## src/rtl/addr_sequencer.sv

```systemverilog
// Bus-cycle sequencer granting the memory address bus to PC (fetch) or XP (block transfer),
// one word per cycle, with a bounded transfer burst while a fetch is waiting.
module addr_sequencer #(
  parameter int LEN_W = 8,
  parameter int BURST = 4
) (
  input  logic             CLK,
  input  logic             RST,
  input  logic             REQ_FETCH,
  input  logic             XFER_START,
  input  logic [LEN_W-1:0] XFER_LEN,
  input  logic             XFER_WR,
  output logic             PC_ASSERT_bar,
  output logic             PC_INC,
  output logic             XP_ASSERT_bar,
  output logic             XP_INC,
  output logic             MEM_RD_bar,
  output logic             MEM_WR_bar,
  output logic             GNT_FETCH,
  output logic             FETCH_PEND,
  output logic             XFER_BUSY,
  output logic             XFER_DONE
);

  localparam int               CNT_W   = $clog2(BURST + 1);
  localparam logic [CNT_W-1:0] BURST_C = CNT_W'(BURST);

  typedef enum logic [1:0] {
    S_IDLE  = 2'd0,
    S_FETCH = 2'd1,
    S_XFER  = 2'd2
  } state_t;

  state_t             state;
  state_t             state_nxt;
  logic               fetch_pend;
  logic               xfer_busy;
  logic               xfer_done;
  logic               xfer_wr_q;
  logic [LEN_W-1:0]   xfer_rem;
  logic [CNT_W-1:0]   burst_cnt;

  logic accept;
  logic last_word;
  logic xa;
  logic fp;
  logic enter_fetch;
  logic enter_xfer;

  // A fetch pending flag that is already being served this cycle does not request another word.
  assign accept      = XFER_START & ~xfer_busy;
  assign last_word   = (state == S_XFER) && (xfer_rem == LEN_W'(1));
  assign xa          = accept | (xfer_busy & ~last_word);
  assign fp          = REQ_FETCH | (fetch_pend & (state != S_FETCH));
  assign enter_fetch = (state_nxt == S_FETCH);
  assign enter_xfer  = (state_nxt == S_XFER);

  always_ff @(posedge CLK or posedge RST) begin
    if (RST) state <= S_IDLE;
    else     state <= state_nxt;
  end

  always_comb begin
    state_nxt = S_IDLE;
    if (xa && (burst_cnt < BURST_C)) state_nxt = S_XFER;
    else if (fp)                     state_nxt = S_FETCH;
    else if (xa)                     state_nxt = S_XFER;
  end

  always_ff @(posedge CLK or posedge RST) begin
    if (RST) begin
      fetch_pend <= 1'b0;
      xfer_busy  <= 1'b0;
      xfer_done  <= 1'b0;
      xfer_wr_q  <= 1'b0;
      xfer_rem   <= '0;
      burst_cnt  <= '0;
    end else begin
      fetch_pend <= REQ_FETCH | (fetch_pend & ~enter_fetch & (state != S_FETCH));
      xfer_busy  <= xa;
      xfer_done  <= xfer_busy & last_word;
      if (accept) begin
        xfer_rem  <= XFER_LEN;
        xfer_wr_q <= XFER_WR;
      end else if (state == S_XFER) begin
        xfer_rem  <= xfer_rem - LEN_W'(1);
      end
      // A start that also enters XFER counts that first word toward the burst.
      if (enter_fetch)
        burst_cnt <= '0;
      else if (enter_xfer)
        burst_cnt <= accept ? CNT_W'(1)
                   : (burst_cnt < BURST_C) ? burst_cnt + CNT_W'(1) : burst_cnt;
      else if (accept)
        burst_cnt <= '0;
    end
  end

  assign PC_ASSERT_bar = ~(state == S_FETCH);
  assign PC_INC        =  (state == S_FETCH);
  assign GNT_FETCH     =  (state == S_FETCH);
  assign XP_ASSERT_bar = ~(state == S_XFER);
  assign XP_INC        =  (state == S_XFER);
  assign MEM_RD_bar    = ~((state == S_FETCH) | ((state == S_XFER) & ~xfer_wr_q));
  assign MEM_WR_bar    = ~((state == S_XFER) & xfer_wr_q);
  assign FETCH_PEND    = fetch_pend;
  assign XFER_BUSY     = xfer_busy;
  assign XFER_DONE     = xfer_done;

endmodule

```

## config.mk

```make
export PLATFORM = sky130hd
export DESIGN_NAME = addr_sequencer
export DESIGN_NICKNAME = d
export VERILOG_FILES = /design/src/rtl/addr_sequencer.sv
export SDC_FILE = /design/constraint.sdc
export NUM_CORES = 1
export LEC_CHECK = 0
export ABC_AREA = 1
export ABC_CLOCK_PERIOD_IN_PS = 1500
export CAP_MARGIN = 40
export CORE_UTILIZATION = 49
export DETAILED_ROUTE_END_ITERATION = 6
export PLACE_DENSITY = 0.77
export SETUP_SLACK_MARGIN = 0.05
export SLEW_MARGIN = 5
export SYNTH_ARGS = -nofsm -noshare
export SYNTH_HDL_FRONTEND = slang
export SYNTH_SLANG_ARGS = --single-unit
```

## constraint.sdc

```tcl
create_clock -name CLK -period 1.5 [get_ports CLK]
set_input_delay 0.15 -clock CLK [delete_from_list [all_inputs] [get_ports CLK]]
set_output_delay 0.15 -clock CLK [all_outputs]
set_load 0.005 [all_outputs]
```

# Word-level counts from Yosys, hierarchy flattened
# Cells that the tools add are included.
dict set report totals {
  ff_bits 17
  in_bits 13
  output_inout_bits 10
  wordCells 52
}
dict set report classes {
  n_eq_ne 6
  n_reduce_logical 6
  mux 10
  add_sub_neg 2
  magnitude_cmp 1
  bitwise 20
}
# operator n
set op_table {}
lappend op_table {{two-way mux 8 bit} 2}
lappend op_table {{two-way mux 3 bit} 5}
lappend op_table {{bitwise AND 1 bit} 8}
lappend op_table {{equality test 8 x 1 -> 1 bit, second input constant} 1}
lappend op_table {{NOT 1 bit} 8}
lappend op_table {{subtractor 8 x 1 -> 8 bit, second input constant} 1}
lappend op_table {{two-way mux 2 bit} 3}
lappend op_table {{nonzero test 3 bit} 2}
lappend op_table {{equality test 2 x 1 -> 1 bit, second input constant} 2}
lappend op_table {{equality test 2 bit, second input constant} 2}
lappend op_table {{OR 1 bit} 4}
lappend op_table {{adder 3 x 1 -> 3 bit, second input constant} 1}
lappend op_table {{< comparator 3 bit, second input constant} 1}
lappend op_table {{logical AND 1 bit} 2}
lappend op_table {{!= test 2 x 1 -> 1 bit, second input constant} 1}
lappend op_table {{AND reduction 2 bit} 1}
lappend op_table {{nonzero test 2 bit} 1}

# Depth between registers and ports, before layout
# Gate-level depths: netlist of the first run.
dict set report depth {
  depth_word 13
  depth_mapped 9
  depth_no_buf 9
}

# Worst setup path after synthesis of the first run
# Ideal clock, no wire load.
dict set report synth_timing {
  path_type {register to register}
  from {register xfer_busy, in the netlist XFER_BUSY}
  to {register xfer_rem[7]}
  n_path_buf 1
  arrival_ns 1.063
  path_stages_with_launch 8
  required_time_ns 1.384
  setup_time_ns 0.116
  setup_slack_ns 0.321
  period_less_slack_ns 1.179
  path_cell_list {dfrtp_1 -> nor2_4 -> inv_4 -> buf_6 -> o21ai_2 -> inv_1 -> nand2_1 -> nand2_1}
}
dict set report synth_via {
  elab_chain_len 3
  word_cells_on_any_way 4
  cone_classes {1 x mux; 2 x bitwise; 1 x reduce/logical}
}
# element line_no
set synth_lines {}
lappend synth_lines {{start: declaration} 37} ;# logic xfer_busy;
lappend synth_lines {{start signal: assignment} 73} ;# xfer_busy <= 1'b0;
lappend synth_lines {{start signal: assignment} 80} ;# xfer_busy <= xa;
lappend synth_lines {{NOT 1 bit (*)} 51} ;# assign accept = XFER_START & ~xfer_busy;
lappend synth_lines {{bitwise AND 1 bit (*)} 51}
lappend synth_lines {{two-way mux 8 bit or nonzero test 2 bit (tied branches)} --}
lappend synth_lines {{end signal: assignment} 86} ;# xfer_rem <= xfer_rem - LEN_W'(1);
lappend synth_lines {{end: declaration} 40} ;# logic [LEN_W-1:0] xfer_rem;
# Mark *: on every way between the ends. The rest lies on a longest branch, timed or not.
# A chain may end at the register's enable or synchronous reset.

# Worst setup path after layout of the first run
dict set report layout_timing {
  from {register xfer_busy, in the netlist XFER_BUSY}
  to {output XFER_BUSY}
}
# element line_no
set layout_rtl {}
lappend layout_rtl {{end: declaration} 21} ;# output logic XFER_BUSY,
# No word-level cell between the ends.

==> results of run 1 <==
[cell type report]
| cell class | instances | area [um2] |
|---|---|---|
| Fill cell | 179 | 618.1 |
| Multi-Input combinational cell | 93 | 546.8 |
| Sequential cell | 17 | 427.9 |
| Timing Repair Buffer | 29 | 264.0 |
| Inverter | 22 | 85.08 |
| Tap cell | 27 | 33.78 |
| Clock buffer | 4 | 26.28 |
[flip-flops by register name, summed over array words and instances, names as in the netlist]
register    count
xfer_rem        8
XFER_DONE       1
state           2
FETCH_PEND      1
XFER_BUSY       1
xfer_wr_q       1
burst_cnt       3
[per-stage QoR]
| stage | area, um2 | worst slack, ns | hold slack (ns) | std cells | util |
|---|---|---|---|---|---|
| 2_1_floorplan | 1069 | 0.3210 | 0.07607 | 135 | - |
| 6_report | 1384 | 0.1030 | 0.1592 | 192 | 0.6913 |
| 3_5_place_dp | 1329 | 0.1144 | 0.4846 | 185 | 0.6638 |
| 5_1_grt | 1384 | 0.04746 | 0.1826 | 192 | 0.6913 |
| 4_1_cts | 1374 | 0.03172 | 0.1595 | 191 | 0.6863 |
| 3_3_place_gp | 1329 | 0.1239 | 0.4830 | 185 | 0.6638 |
[worst paths after layout]
check / endpoint / slack [ns] / cells after the start
max in group asynchronous: state[0] / 1.12 / 3
setup reg to reg: burst_cnt[0] / 0.19 / 8
hold / removal: xfer_rem[2] / 0.16 / 3
min in group CLK: xfer_wr_q / 0.39 / 3
setup / recovery: XFER_BUSY / 0.10 / 1
hold reg to reg: xfer_wr_q / 0.51 / 2
[power by group]
part / internal, mW / total (mW) / switching (mW)
sequential: 0.663 / 0.847 / 0.185
clock: 0.104 / 0.252 / 0.149
combinational: 0.676 / 1.54 / 0.862
[metal layers]
layer / part of all wire / GRT usage / routed length, um
met5: 0 / 0 / 0
met4: 0.012 / 0.07353 / 27
met3: 0.054 / 0.04088 / 124
met2: 0.46 / 0.3634 / 1037
met1: 0.48 / 0.3054 / 1087
[cell families after synthesis]
kind of cell	after synthesis	synth area share
flip-flops	17	0.3981
AO/OA/AOI/OAI	19	0.1171
buffers and inverters	25	0.1019
AND/OR/NAND/NOR	71	0.3478
adder cells (fa/ha/maj)	3	0.03513
[what timing repair did]
action | in CTS | in global routing
resized for setup | 12 | 3
endpoints found under the setup margin | 8 | 4
hold buffers | 0 | 0
hold endpoints to repair | 0 | 0
buffers inserted | 2 | 1
pin swaps | 1 | 2
[cells in the final DEF (no fill, tap or decap)]
master	instances
nand2_1	26
nand3_1	17
inv_1	16
dfrtp_1	15
clkdlybuf4s50_1	15
o21ai_1	9
nor2_1	8
dlygate4sd2_1	6
buf_4	6
inv_2	5
nand4_1	5
nor2_4	3
nor2_2	3
o211ai_1	3
o21ai_2	3
clkbuf_4	3
dfrtp_2	2
nand2_4	2
a21oi_2	2
nand2_2	2
nor3_1	2
ha_1	2
nor2_8	1
inv_4	1
nand3b_1	1
o22ai_1	1
nand4_2	1
a211oi_1	1
ha_2	1
clkbuf_1	1
clkbuf_2	1
buf_6	1
==> metrics, run 1 <==
status finished clean; final setup TNS 0 ns; Worst R2R Start xfer_rem[1]; kind of critical path reg -> out; Tot GR Track Use 0.2258; initial antenna violation count 0; final number of setup-violating endpoints 0; Die Area 2371 um2; Clock transition at path regs 0.10 ns; syn_area_per_cell 7.915 um2; CORE AREA 2002 um2; Worst-Skew Late Latency 0.29 ns; Rel. slew slack 0.8266; yosys warns 0; largest fanout on the critical path 5; count of different cell masters after synthesis 26; root buffer cell clkbuf_4; Layout Skew 0.005988 ns; Final Power 2.638 mW; Pwr Density 1906 nW/um2; DRT Wirelength 2277 um; Die H 48.70 um; Fmax achieved 0.7158 GHz; Critical Path Source Type flop; ys flop type dfrtp_1; initial DRC count 10; Vias 989; Pre-antenna DRT Iters 4; largest net degree at the start of global routing 22; gpl congestion 0.8468; CP peak stage delay 0.52 ns; leak pwr 0.6750 nW; cell taking the most area after synthesis dfrtp_1; Worst setup startpoint XFER_BUSY; H-tree Lvls 1; clk sinks 17; Syn Inst Count 135; most common cell in the netlist nand2_1; synth top area cells dfrtp_1, nand2_1, nand3_1, inv_1, o21ai_1; global-route wire length before repair 4153 um; initial core utilization 0.5338; worst path bufs/invs 1; post-synthesis cell area 1069 um2; nets 182; Vias/cell 5.151; post-DP HPWL 1649 um; minimum clock period 1.397 ns; share of cells above drive strength 1 0.2242; # rows 16; final number of hold-violating endpoints 0; # port buffers 22; CTS buffer count 3; grt ovf 0; routed len/inst 11.86 um; Crit-path slowest cell clkdlybuf4s50_1; Max-Cap Viols 0; Ports 23; Worst-Margin Slew 0.2585 ns; Critical Path, Cell by Cell clkdlybuf4s50_1; crit end category primary output; Synth top area share 0.3981; most common library cells after synthesis nand2_1, dfrtp_1, nand3_1; Seq cells post-synth 17; DRC Markers 0; fraction of registers with async set/reset 1.000; worst hold path type in -> async; final antenna-violating net count 0; data arrival time of the critical path 1.25 ns; Period Utilization, post-route 0.9313; unrepaired setup endpoints after global routing true; Seq/Total Area, Yosys 0.3981; Die W 48.70 um; worst endpoint required time 1.35 ns; Area Overhead vs Synth 29.51%; worst-case clock buffer depth 2; clock tree from TritonCTS yes; VDD IR-drop max 1.311 mV; vias in the first global route 946; EDFF count, synth 0; Syn Nets 151; final count of pins violating max slew 0; Worst path top cell family by delay buffers and inverters; # diodes 0
No activity file was read; power rests on OpenSTA's default activity.
==> inputs of run 2 (changes only) <==
CTS_CLUSTER_DIAMETER = 50   (was not set)
==> results of run 2 <==
The final DEF is identical to that of run 1; final timing and power are the same.
